$ cat config.mk
export PLATFORM = sky130hd
export DESIGN_NAME = gift_ks_seq
export DESIGN_NICKNAME = d
export VERILOG_FILES = /design/src/rtl/gift_pkg.sv /design/src/rtl/gift_ks_step.sv /design/src/rtl/gift_ks_seq.sv
export SDC_FILE = /design/constraint.sdc
export NUM_CORES = 1
export LEC_CHECK = 0
export CAP_MARGIN = 20
export CORE_ASPECT_RATIO = 1.5
export CORE_MARGIN = 4
export CORE_UTILIZATION = 50
export CTS_CLUSTER_SIZE = 40
export DETAILED_ROUTE_END_ITERATION = 12
export MAX_ROUTING_LAYER = met4
export PLACE_DENSITY = 0.85
export SYNTH_ARGS = -nofsm -noshare
export SYNTH_HDL_FRONTEND = slang
export SYNTH_SLANG_ARGS = --single-unit
export TNS_END_PERCENT = 20
$ cat constraint.sdc
create_clock -name clk -period 7.2 [get_ports clk]
set_clock_uncertainty 0.15 [all_clocks]
set_input_delay 2.16 -clock clk [delete_from_list [all_inputs] [get_ports clk]]
set_output_delay 2.16 -clock clk [all_outputs]
set_load 0.1 [all_outputs]
$ cat src/rtl/gift_pkg.sv
// rtl/gift_pkg.sv - GIFT-128 key-schedule constants, FSM encoding and word rotations
package gift_pkg;

  localparam int GIFT128_ROUNDS = 40;
  localparam int ROT_UPD_HI = 2;
  localparam int ROT_UPD_LO = 12;
  localparam int ROT_INV_HI = 16 - ROT_UPD_HI;
  localparam int ROT_INV_LO = 16 - ROT_UPD_LO;

  typedef enum logic [1:0] {
    ST_IDLE = 2'd0,
    ST_WIND = 2'd1,
    ST_EMIT = 2'd2
  } ks_state_t;

  function automatic logic [15:0] ror16(input logic [15:0] x, input int unsigned n);
    return (x >> n) | (x << (16 - n));
  endfunction

  function automatic logic [31:0] upd(input logic [31:0] x);
    return {ror16(x[31:16], ROT_UPD_HI), ror16(x[15:0], ROT_UPD_LO)};
  endfunction

  function automatic logic [31:0] inv(input logic [31:0] x);
    return {ror16(x[31:16], ROT_INV_HI), ror16(x[15:0], ROT_INV_LO)};
  endfunction

endpackage

$ cat src/rtl/gift_ks_step.sv
// rtl/gift_ks_step.sv - one forward (dir=0) or backward (dir=1) GIFT-128 key-state step
module gift_ks_step
  import gift_pkg::*;
(
  input  logic [127:0] state,
  input  logic         dir,
  output logic [127:0] state_next
);

  logic [31:0] k3, k2, k1, k0;

  assign {k3, k2, k1, k0} = state;
  assign state_next = dir ? {k2, k1, k0, inv(k3)} : {upd(k0), k3, k2, k1};

endmodule

$ cat src/rtl/gift_ks_seq.sv
// rtl/gift_ks_seq.sv - iterative GIFT-128 round-key sequencer, encrypt or reversed decrypt order
module gift_ks_seq
  import gift_pkg::*;
#(
  parameter int ROUNDS = GIFT128_ROUNDS,
  parameter int IDXW   = 6
) (
  input  logic            clk,
  input  logic            rst,
  input  logic            in_valid,
  output logic            in_ready,
  input  logic            in_dec,
  input  logic [127:0]    in_key,
  output logic            rk_valid,
  input  logic            rk_ready,
  output logic [31:0]     rk_u,
  output logic [31:0]     rk_v,
  output logic [IDXW-1:0] rk_idx,
  output logic            rk_last
);

  localparam logic [IDXW-1:0] LAST_IDX = IDXW'(ROUNDS - 1);
  localparam logic [IDXW-1:0] WIND_END = IDXW'(ROUNDS - 2);

  ks_state_t       fsm, fsm_nxt;
  logic [127:0]    key, key_nxt;
  logic            dec;
  logic [IDXW-1:0] idx;

  // WIND always steps forward; only an accepted decrypt key steps backward
  gift_ks_step u_step (
    .state      (key),
    .dir        (dec && (fsm == ST_EMIT)),
    .state_next (key_nxt)
  );

  assign in_ready = (fsm == ST_IDLE);
  assign rk_valid = (fsm == ST_EMIT);
  assign rk_last  = rk_valid && (dec ? (idx == '0) : (idx == LAST_IDX));
  assign rk_u     = key[95:64];
  assign rk_v     = key[31:0];
  assign rk_idx   = idx;

  always_ff @(posedge clk or posedge rst) begin
    if (rst) fsm <= ST_IDLE;
    else     fsm <= fsm_nxt;
  end

  always_comb begin
    fsm_nxt = fsm;
    case (fsm)
      ST_IDLE: if (in_valid) fsm_nxt = (in_dec && (ROUNDS > 1)) ? ST_WIND : ST_EMIT;
      ST_WIND: if (idx == WIND_END) fsm_nxt = ST_EMIT;
      ST_EMIT: if (rk_ready && rk_last) fsm_nxt = ST_IDLE;
      default: fsm_nxt = ST_IDLE;
    endcase
  end

  // idx doubles as the wind counter, so it lands on ROUNDS-1 exactly when WIND ends
  always_ff @(posedge clk or posedge rst) begin
    if (rst) begin
      key <= '0;
      dec <= 1'b0;
      idx <= '0;
    end else begin
      case (fsm)
        ST_IDLE: begin
          if (in_valid) begin
            key <= in_key;
            dec <= in_dec;
            idx <= '0;
          end
        end
        ST_WIND: begin
          key <= key_nxt;
          idx <= idx + IDXW'(1);
        end
        ST_EMIT: begin
          if (rk_ready && !rk_last) begin
            key <= key_nxt;
            idx <= dec ? (idx - IDXW'(1)) : (idx + IDXW'(1));
          end
        end
        default: ;
      endcase
    end
  end

endmodule

==> results_dict.tcl, run 1 <==
set metrics [dict create \
    core.rowCount 60 \
    post-route-drc-count 0 \
    warnings_synthesis 0 \
    rsz0062_at_grt "no" \
    cts_setup_buffers 0 \
    average_wire_per_cell_in_the_routed_design_microns 19.5 \
    initial_core_util 0.511 \
    final.period_utilization 0.713 \
    clk_tree_root_cell "clkbuf_16" \
    run_status "finished clean" \
    synth-seq-cells 137 \
    largest_net_degree_at_the_start_of_global_routing 208 \
    routed_wirelength_mm 23.4 \
    postSynthCellCount 876 \
    timing.setup.critical_path_class "flop to primary output" \
    layout-area-overhead-vs-synth_pct 22.4 \
    dieWidth_microns 119 \
    hold_path_end "key[115]" \
    layout.filler_cells 1490 \
    holdPathStages 1 \
    post_synth.cell_area_avg_sq_um 10.5 \
    hold_start "key[115]" \
    hold_class "flop to flop" \
    tns_ns 0 \
    worst-r2r-cell-count 9 \
    crit_arrival_ns 2.82 \
    cap_viol_max_count 0 \
    synthDistinctLibCells 38 \
    slew_headroom 0.219 \
    globalRouteTotalUtil 0.228 \
    drt_first_pass_iters 6 \
    synth_fp_nets 1017 \
    post_cts_resize_count 0 \
    cts.hold.buffers_added 0 \
    critPathCaptureType "primary output" \
    numClockSinks 137 \
    timing.rr.start "rk_idx[0]" \
    layout.area.seq_sq_um 3430 \
    start_kind "flop" \
    worst-path-max-fanout 8 \
    die_h_microns 174 \
    io_pins 206 \
    design.core.area_sq_um 18000 \
    tritoncts "yes" \
    nNetsFinal 1108 \
    critical_path.startpoint "rk_idx[0]" \
    overflow 0 \
    finalSetupViolations 0 \
    critical_path_required_ns 4.89 \
    buffer_ports.inserted 205 \
    detail-route-antenna-nets 0 \
    asyncSetResetFlopFracSynth 1.00 \
    clkSlewWorstSetupHoldPaths_ns 0.07 \
    dieArea_sq_um 20700 \
    cts_max_level 4 \
    r2r_end "key[15]" \
    drt_iter0_markers 422 \
    viasPerCell 5.76 \
    post_synth_instance_area_sq_um 9210 \
    antenna_found_initial 3 \
    routabilityCongestion 0.901 \
    numCtsBuffers 17 \
    via_count_of_the_first_global_routing_pass 7016 \
    synthFlopType "dfrtp_1" \
    clk_path_buf_depth 2 \
    synth-edff-count 0 \
    route.vias.total 6911 \
    grt_pass1_wl_mm 36.8 \
    worst_skew_pair.late_latency_ns 0.42 \
    tightestPinTransition_ns 1.17 \
    fmaxAchievable_ghz 0.195 \
    timing.final.max_slew_violations 0 \
    fin_crit_ns 5.13 \
    dpl.hpwl_mm 16.2 \
    drive_above_1_share 0.154 \
    multi_input_logic_area_sq_um 4770 \
    hold_viol_final 0 \
    synth_sequential_area_ratio 0.372 \
    reg2reg_slack_ns 4.03 \
]
synthesized netlist by cell type (all sizes together), types with 3 or more instances:
library cell  number  share of area
dfrtp            137           0.37
nor2             135          0.055
a211oi           130           0.16
a21o             128           0.10
mux2i            128           0.14
buf              123           0.10
clkbuf            17         0.0069
nand2             15         0.0061
o21ai             12         0.0090
ha                 8          0.011
inv                7         0.0029
nand3              4         0.0022
a21oi              3         0.0016
o31ai              3         0.0024
worst max-delay path by stage:
| stage | endpoint | cells past startpoint |
|---|---|---|
| after floorplan | dec | 1 |
| after global placement | key[22] | 8 |
| after detailed placement | key[19] | 8 |
| after CTS | rk_last | 6 |
| after global routing | rk_last | 5 |
| final | rk_last | 6 |
critical path: stages (launching register included):
cell and delay, ns:
dfrtp_1 0.46, inv_1 0.17, ha_1 0.17, and4bb_1 0.25, o21ai_4 0.10, nor2_1 0.11
clkdlybuf4s50_1 1.14
registers in the layout, indices dropped and copies added (netlist names):
name	count
fsm	2
rk_idx	6
key	128
dec	1
area by class of cell:
cell class                 count  share of cell area
inverter                       8             0.00311
sequential                   137               0.304
antenna                        3            0.000666
clock inverter                14              0.0174
timing repair buffer         212               0.189
tap                          217              0.0241
clock buffer                  18              0.0381
multi-input combinational    591               0.423
metrics by stage:
stage	cell area, sq um	std cells	setup slack, ns	utilization	hold WS, ns
final	11300	1200	2.07	0.625	0.356
after global routing	11300	1200	1.98	0.625	0.377
after CTS	11300	1197	2.08	0.625	0.360
after detailed placement	10600	1165	2.27	0.590	0.344
after global placement	10600	1165	2.39	0.590	0.338
after floorplan	9210	876	1.22	-	0.320
cells in the final DEF (no fill, tap or decap), drive strengths merged:
cell type and n:
bufinv 4, a21oi 3, diode 3, inv 10, nand3 4, nor2 135, nand3b 1, nor3 2
o32a 2, clkinvlp 3, mux2 1, o31ai 3, nand2 15, o211ai 2, a221o 1, mux2i 128
a221oi 1, and4bb 1, a21o 128, xor2 2, and4b 1, dfrtp 137, a211oi 130, ha 8
o21a 2, nor3b 1, clkdlybuf4s50 205, o22ai 2, clkinv 5, clkbuf 18, a21boi 1, nor2b 2
and2 1, nand4 2, buf 7, o21ai 12
cell families (layout without fill, tap and decap cells):
logic type               count (synthesis)  count (layout)  share of synthesized area
AO/OA/AOI/OAI                          287             287                      0.290
XOR/XNOR                                 2               2                    0.00190
adder cells (fa/ha/maj)                  8               8                     0.0109
buffers and inverters                  148             252                      0.112
flip-flops                             137             137                      0.372
multiplexers                           129             129                      0.140
other                                    0               3                          0
AND/OR/NAND/NOR                        165             165                     0.0723
metal layers:
layer  wire [microns]  global-route usage  vias to the layer above
met5                0                   -                        -
met4              819               0.102                        0
met3              807              0.0430                       50
met2            12700               0.409                      188
met1             9080               0.243                     3381
li1                 -                   -                     3292
Power of run 1 is not shown: default switching activity piles up to over one toggle a cycle in this logic, so the estimate is an artifact.
==> run 2, diff against run 1 <==
Clock period 7.2 ns to 5.05 ns, I/O delays scaled along.
==> results_dict.tcl, run 2 (synthesis gave the netlist of run 1 again) <==
set metrics [dict create \
    crit_arrival_ns 2.52 \
    hold_start "key[48]" \
    critical_path_required_ns 3.39 \
    antennaDiodeCount 0 \
    layout.cells.most_common "clkdlybuf4s50_1" \
    drive_above_1_share 0.155 \
    final.period_utilization 0.829 \
    layout.filler_cells 1448 \
    timing.rr.start "fsm[0]" \
    tns_ns 0 \
    numCtsBuffers 17 \
    die_h_microns 174 \
    worst_skew_pair.late_latency_ns 0.42 \
    hold_viol_final 0 \
    reg2reg_slack_ns 2.00 \
    worst-path-max-fanout 8 \
    dieArea_sq_um 20700 \
    numClockSinks 137 \
    finalSetupViolations 0 \
    worst-r2r-cell-count 7 \
    cts.hold.buffers_added 0 \
    clkSlewWorstSetupHoldPaths_ns 0.06 \
    start_kind "flop" \
    dpl.hpwl_mm 15.8 \
    cap_viol_max_count 0 \
    critical_path.startpoint "fsm[0]" \
    fin_crit_ns 4.19 \
    largest_net_degree_at_the_start_of_global_routing 139 \
    r2r_end "key[13]" \
    fmaxAchievable_ghz 0.239 \
    drt_iter0_markers 411 \
    layout-area-overhead-vs-synth_pct 22.7 \
    via_count_of_the_first_global_routing_pass 6964 \
    antenna_found_initial 0 \
    post-route-drc-count 0 \
    core.rowCount 60 \
    slew_headroom 0.307 \
    io_pins 206 \
    grt_pass1_wl_mm 36.5 \
    largest_register_ffs 128 \
    cts_setup_buffers 0 \
    clk_path_buf_depth 2 \
    average_wire_per_cell_in_the_routed_design_microns 19.2 \
    hold_path_end "key[48]" \
    timing.setup.critical_path_class "flop to primary output" \
    tightestPinTransition_ns 1.04 \
    critPathCaptureType "primary output" \
    timing.final.max_slew_violations 0 \
    hold_class "flop to flop" \
    design.core.area_sq_um 18000 \
    run_status "finished clean" \
    layout_common_cells "clkdlybuf4s50_1, dfrtp_1, nor2_1" \
    largest_reg_by_ff_count "key" \
    crit_path_cell_trace "inv_1 -> ha_1 -> clkdlybuf4s50_1" \
    tritoncts "yes" \
    overflow 0 \
    detail-route-antenna-nets 0 \
    route.vias.total 6894 \
    initial_core_util 0.511 \
    post_cts_resize_count 0 \
    routabilityCongestion 0.880 \
    buffer_ports.inserted 205 \
    rsz0062_at_grt "no" \
    cts_max_level 4 \
    drt_first_pass_iters 5 \
    timing.critical_path.slowest_cell_delay_ns 1.20 \
    holdPathStages 1 \
    worst_hold_slack_ns 0.354 \
    clk_tree_root_cell "clkbuf_16" \
    routed_wirelength_mm 23.0 \
    viasPerCell 5.76 \
    cpLargestDelayFamily "buffers and inverters" \
    dieWidth_microns 119 \
    globalRouteTotalUtil 0.224 \
    critical-path-slowest-cell "clkdlybuf4s50_1" \
    nNetsFinal 1108 \
    critical_path_buf_inv_count 2 \
]
run 2: layout make-up:
cell class | instances | area, sq um | share of cell area
clock inverter | 14 | 196 | 0.0174
timing repair buffer | 212 | 2160 | 0.192
sequential | 137 | 3430 | 0.304
clock buffer | 18 | 429 | 0.0380
multi-input combinational | 591 | 4770 | 0.422
tap | 217 | 272 | 0.0240
inverter | 8 | 33.8 | 0.00299
run 2: stage by stage:
step / cells / worst slack (ns) / area (sq um) / util
after floorplan: 876 / 0.420 / 9210 / -
after global placement: 1165 / 1.34 / 10700 / 0.592
after detailed placement: 1165 / 1.23 / 10700 / 0.592
after CTS: 1197 / 0.858 / 11300 / 0.627
after global routing: 1197 / 0.789 / 11300 / 0.627
final: 1197 / 0.863 / 11300 / 0.627
run 2: how the worst max path moves through the flow:
stage                          end  slack (ns)  depth (start not counted)
after floorplan            rk_last        0.42                          4
after global placement     key[27]        1.34                          7
after detailed placement   key[29]        1.23                          7
after CTS                 rk_valid        0.86                          3
after global routing      rk_valid        0.79                          3
final                     rk_valid        0.86                          3
run 2: layer usage:
layer  GRT usage  vias to the layer above  part of all wire
met3      0.0313                       40             0.032
met4      0.0947                        0             0.033
li1            -                     3296                 -
met2       0.399                      175              0.54
met5           -                        -                 0
met1       0.250                     3383              0.39
run 2: worst register-to-register path, cell delays in order, from the launching register on:
cell	delay [ns]
dfrtp_1	0.40
inv_1	0.15
ha_1	0.36
and2_4	0.88
buf_4	0.46
mux2i_1	0.25
a211oi_1	0.11
a21o_1	0.18
Power of run 2 is left out for the same reason.
==> run 3, diff against run 2 <==
Clock period 5.05 ns to 3.9 ns, I/O delays scaled along.
==> results_dict.tcl, run 3 (synthesis gave the netlist of run 1 again) <==
set metrics [dict create \
    run_status "finished clean" \
    globalRouteTotalUtil 0.223 \
    final.period_utilization 0.853 \
    layout_common_cells "dfrtp_1, nor2_1, clkdlybuf4s50_1" \
    initial_core_util 0.511 \
    layout-area-overhead-vs-synth_pct 20.4 \
    clk_path_buf_depth 2 \
    cts_setup_buffers 0 \
    routabilityCongestion 0.877 \
    buffer_ports.inserted 205 \
    fin_crit_ns 3.33 \
    tritoncts "yes" \
    post-route-drc-count 0 \
    rsz0062_at_grt "no" \
    crit_arrival_ns 2.01 \
    critPathCaptureType "primary output" \
    dieArea_sq_um 20700 \
    worst-path-max-fanout 8 \
    slew_headroom 0.440 \
    dieWidth_microns 119 \
    hold_class "flop to flop" \
    design.core.area_sq_um 18000 \
    numClockSinks 137 \
    clkSlewWorstSetupHoldPaths_ns 0.05 \
    tightestPinTransition_ns 0.839 \
    worst_hold_slack_ns 0.357 \
    clk_tree_root_cell "clkbuf_16" \
    grt_pass1_wl_mm 36.2 \
    largest_reg_by_ff_count "key" \
    drt_iter0_markers 487 \
    core.rowCount 60 \
    critical_path_required_ns 2.58 \
    io_pins 206 \
    finalSetupViolations 0 \
    drive_above_1_share 0.225 \
    average_wire_per_cell_in_the_routed_design_microns 19.0 \
    drt_first_pass_iters 5 \
    cap_viol_max_count 0 \
    viasPerCell 5.81 \
    numCtsBuffers 17 \
    nNetsFinal 1110 \
    routed_wirelength_mm 22.8 \
    overflow 0 \
    cts_max_level 4 \
    largest_register_ffs 128 \
    layout.filler_cells 1517 \
    worst_skew_pair.late_latency_ns 0.41 \
    timing.final.max_slew_violations 0 \
    via_count_of_the_first_global_routing_pass 6808 \
    post_cts_resize_count 0 \
    fmaxAchievable_ghz 0.301 \
    largest_net_degree_at_the_start_of_global_routing 163 \
    layout.cells.most_common "dfrtp_1" \
    cts.hold.buffers_added 0 \
    route.vias.total 6949 \
    timing.setup.critical_path_class "flop to primary output" \
    start_kind "flop" \
    hold_viol_final 0 \
    dpl.hpwl_mm 15.7 \
    detail-route-antenna-nets 0 \
    die_h_microns 174 \
    antenna_found_initial 1 \
]
-- run 3: cell types whose count changed in the layout (fill, tap and decap cells not counted), moves of 2 or more --
cell	previous run	this run
inv_6	2	0
clkinvlp_4	4	2
clkdlybuf4s50_1	204	132
buf_12	5	9
clkbuf_8	0	6
clkbuf_1	1	3
buf_4	3	73
bufinv_16	4	0
clkinv_4	3	0
-- run 3: routing by layer --
layer,wire length (microns),vias up,global-route usage
met1,8900,3418,0.252
li1,-,3297,-
met5,0,-,-
met2,12500,204,0.401
met3,941,30,0.0368
met4,441,0,0.0691
-- run 3: worst paths after layout --
path / end / slack (ns) / startpoint / cells past startpoint
max in group asynchronous: key[113] / 1.82 / rst / 3
min: key[112] / 0.36 / key[112] / 1
max reg2reg: key[9] / 1.08 / fsm[0] / 7
max: rk_last / 0.57 / rk_idx[0] / 6
min reg2reg: key[112] / 0.36 / key[112] / 1
min in group asynchronous: key[69] / 1.14 / rst / 3
-- run 3: layout make-up --
cell class              instances  area, sq um  area share
diodes                          1         2.50    0.000226
clock buffers                  26          519      0.0468
clock inverters                 2         12.5     0.00113
inverters                       8         33.8     0.00305
multi-input cells             591         4770       0.430
flip-flops and latches        137         3430       0.309
well taps                     217          272      0.0245
repair buffers                214         2050       0.185
-- run 3: critical path: stages, from the launching register on --
cell	delay [ns]
dfrtp_1	0.49
inv_1	0.14
ha_1	0.21
and4bb_1	0.22
o21ai_4	0.23
nor2_1	0.07
buf_4	0.23
-- run 3: per-stage QoR --
stage          utilization  setup WS (ns)  cells  setup TNS [ns]  area (sq um)
2_1_floorplan            -         -0.385    876          -0.385          9210
3_3_place_gp         0.586          0.616   1167               0         10600
3_5_place_dp         0.586          0.556   1167               0         10600
4_1_cts              0.615          0.579   1195               0         11100
5_1_grt              0.615          0.460   1196               0         11100
6_report             0.615          0.574   1196               0         11100
Power of run 3 is left out for the same reason.
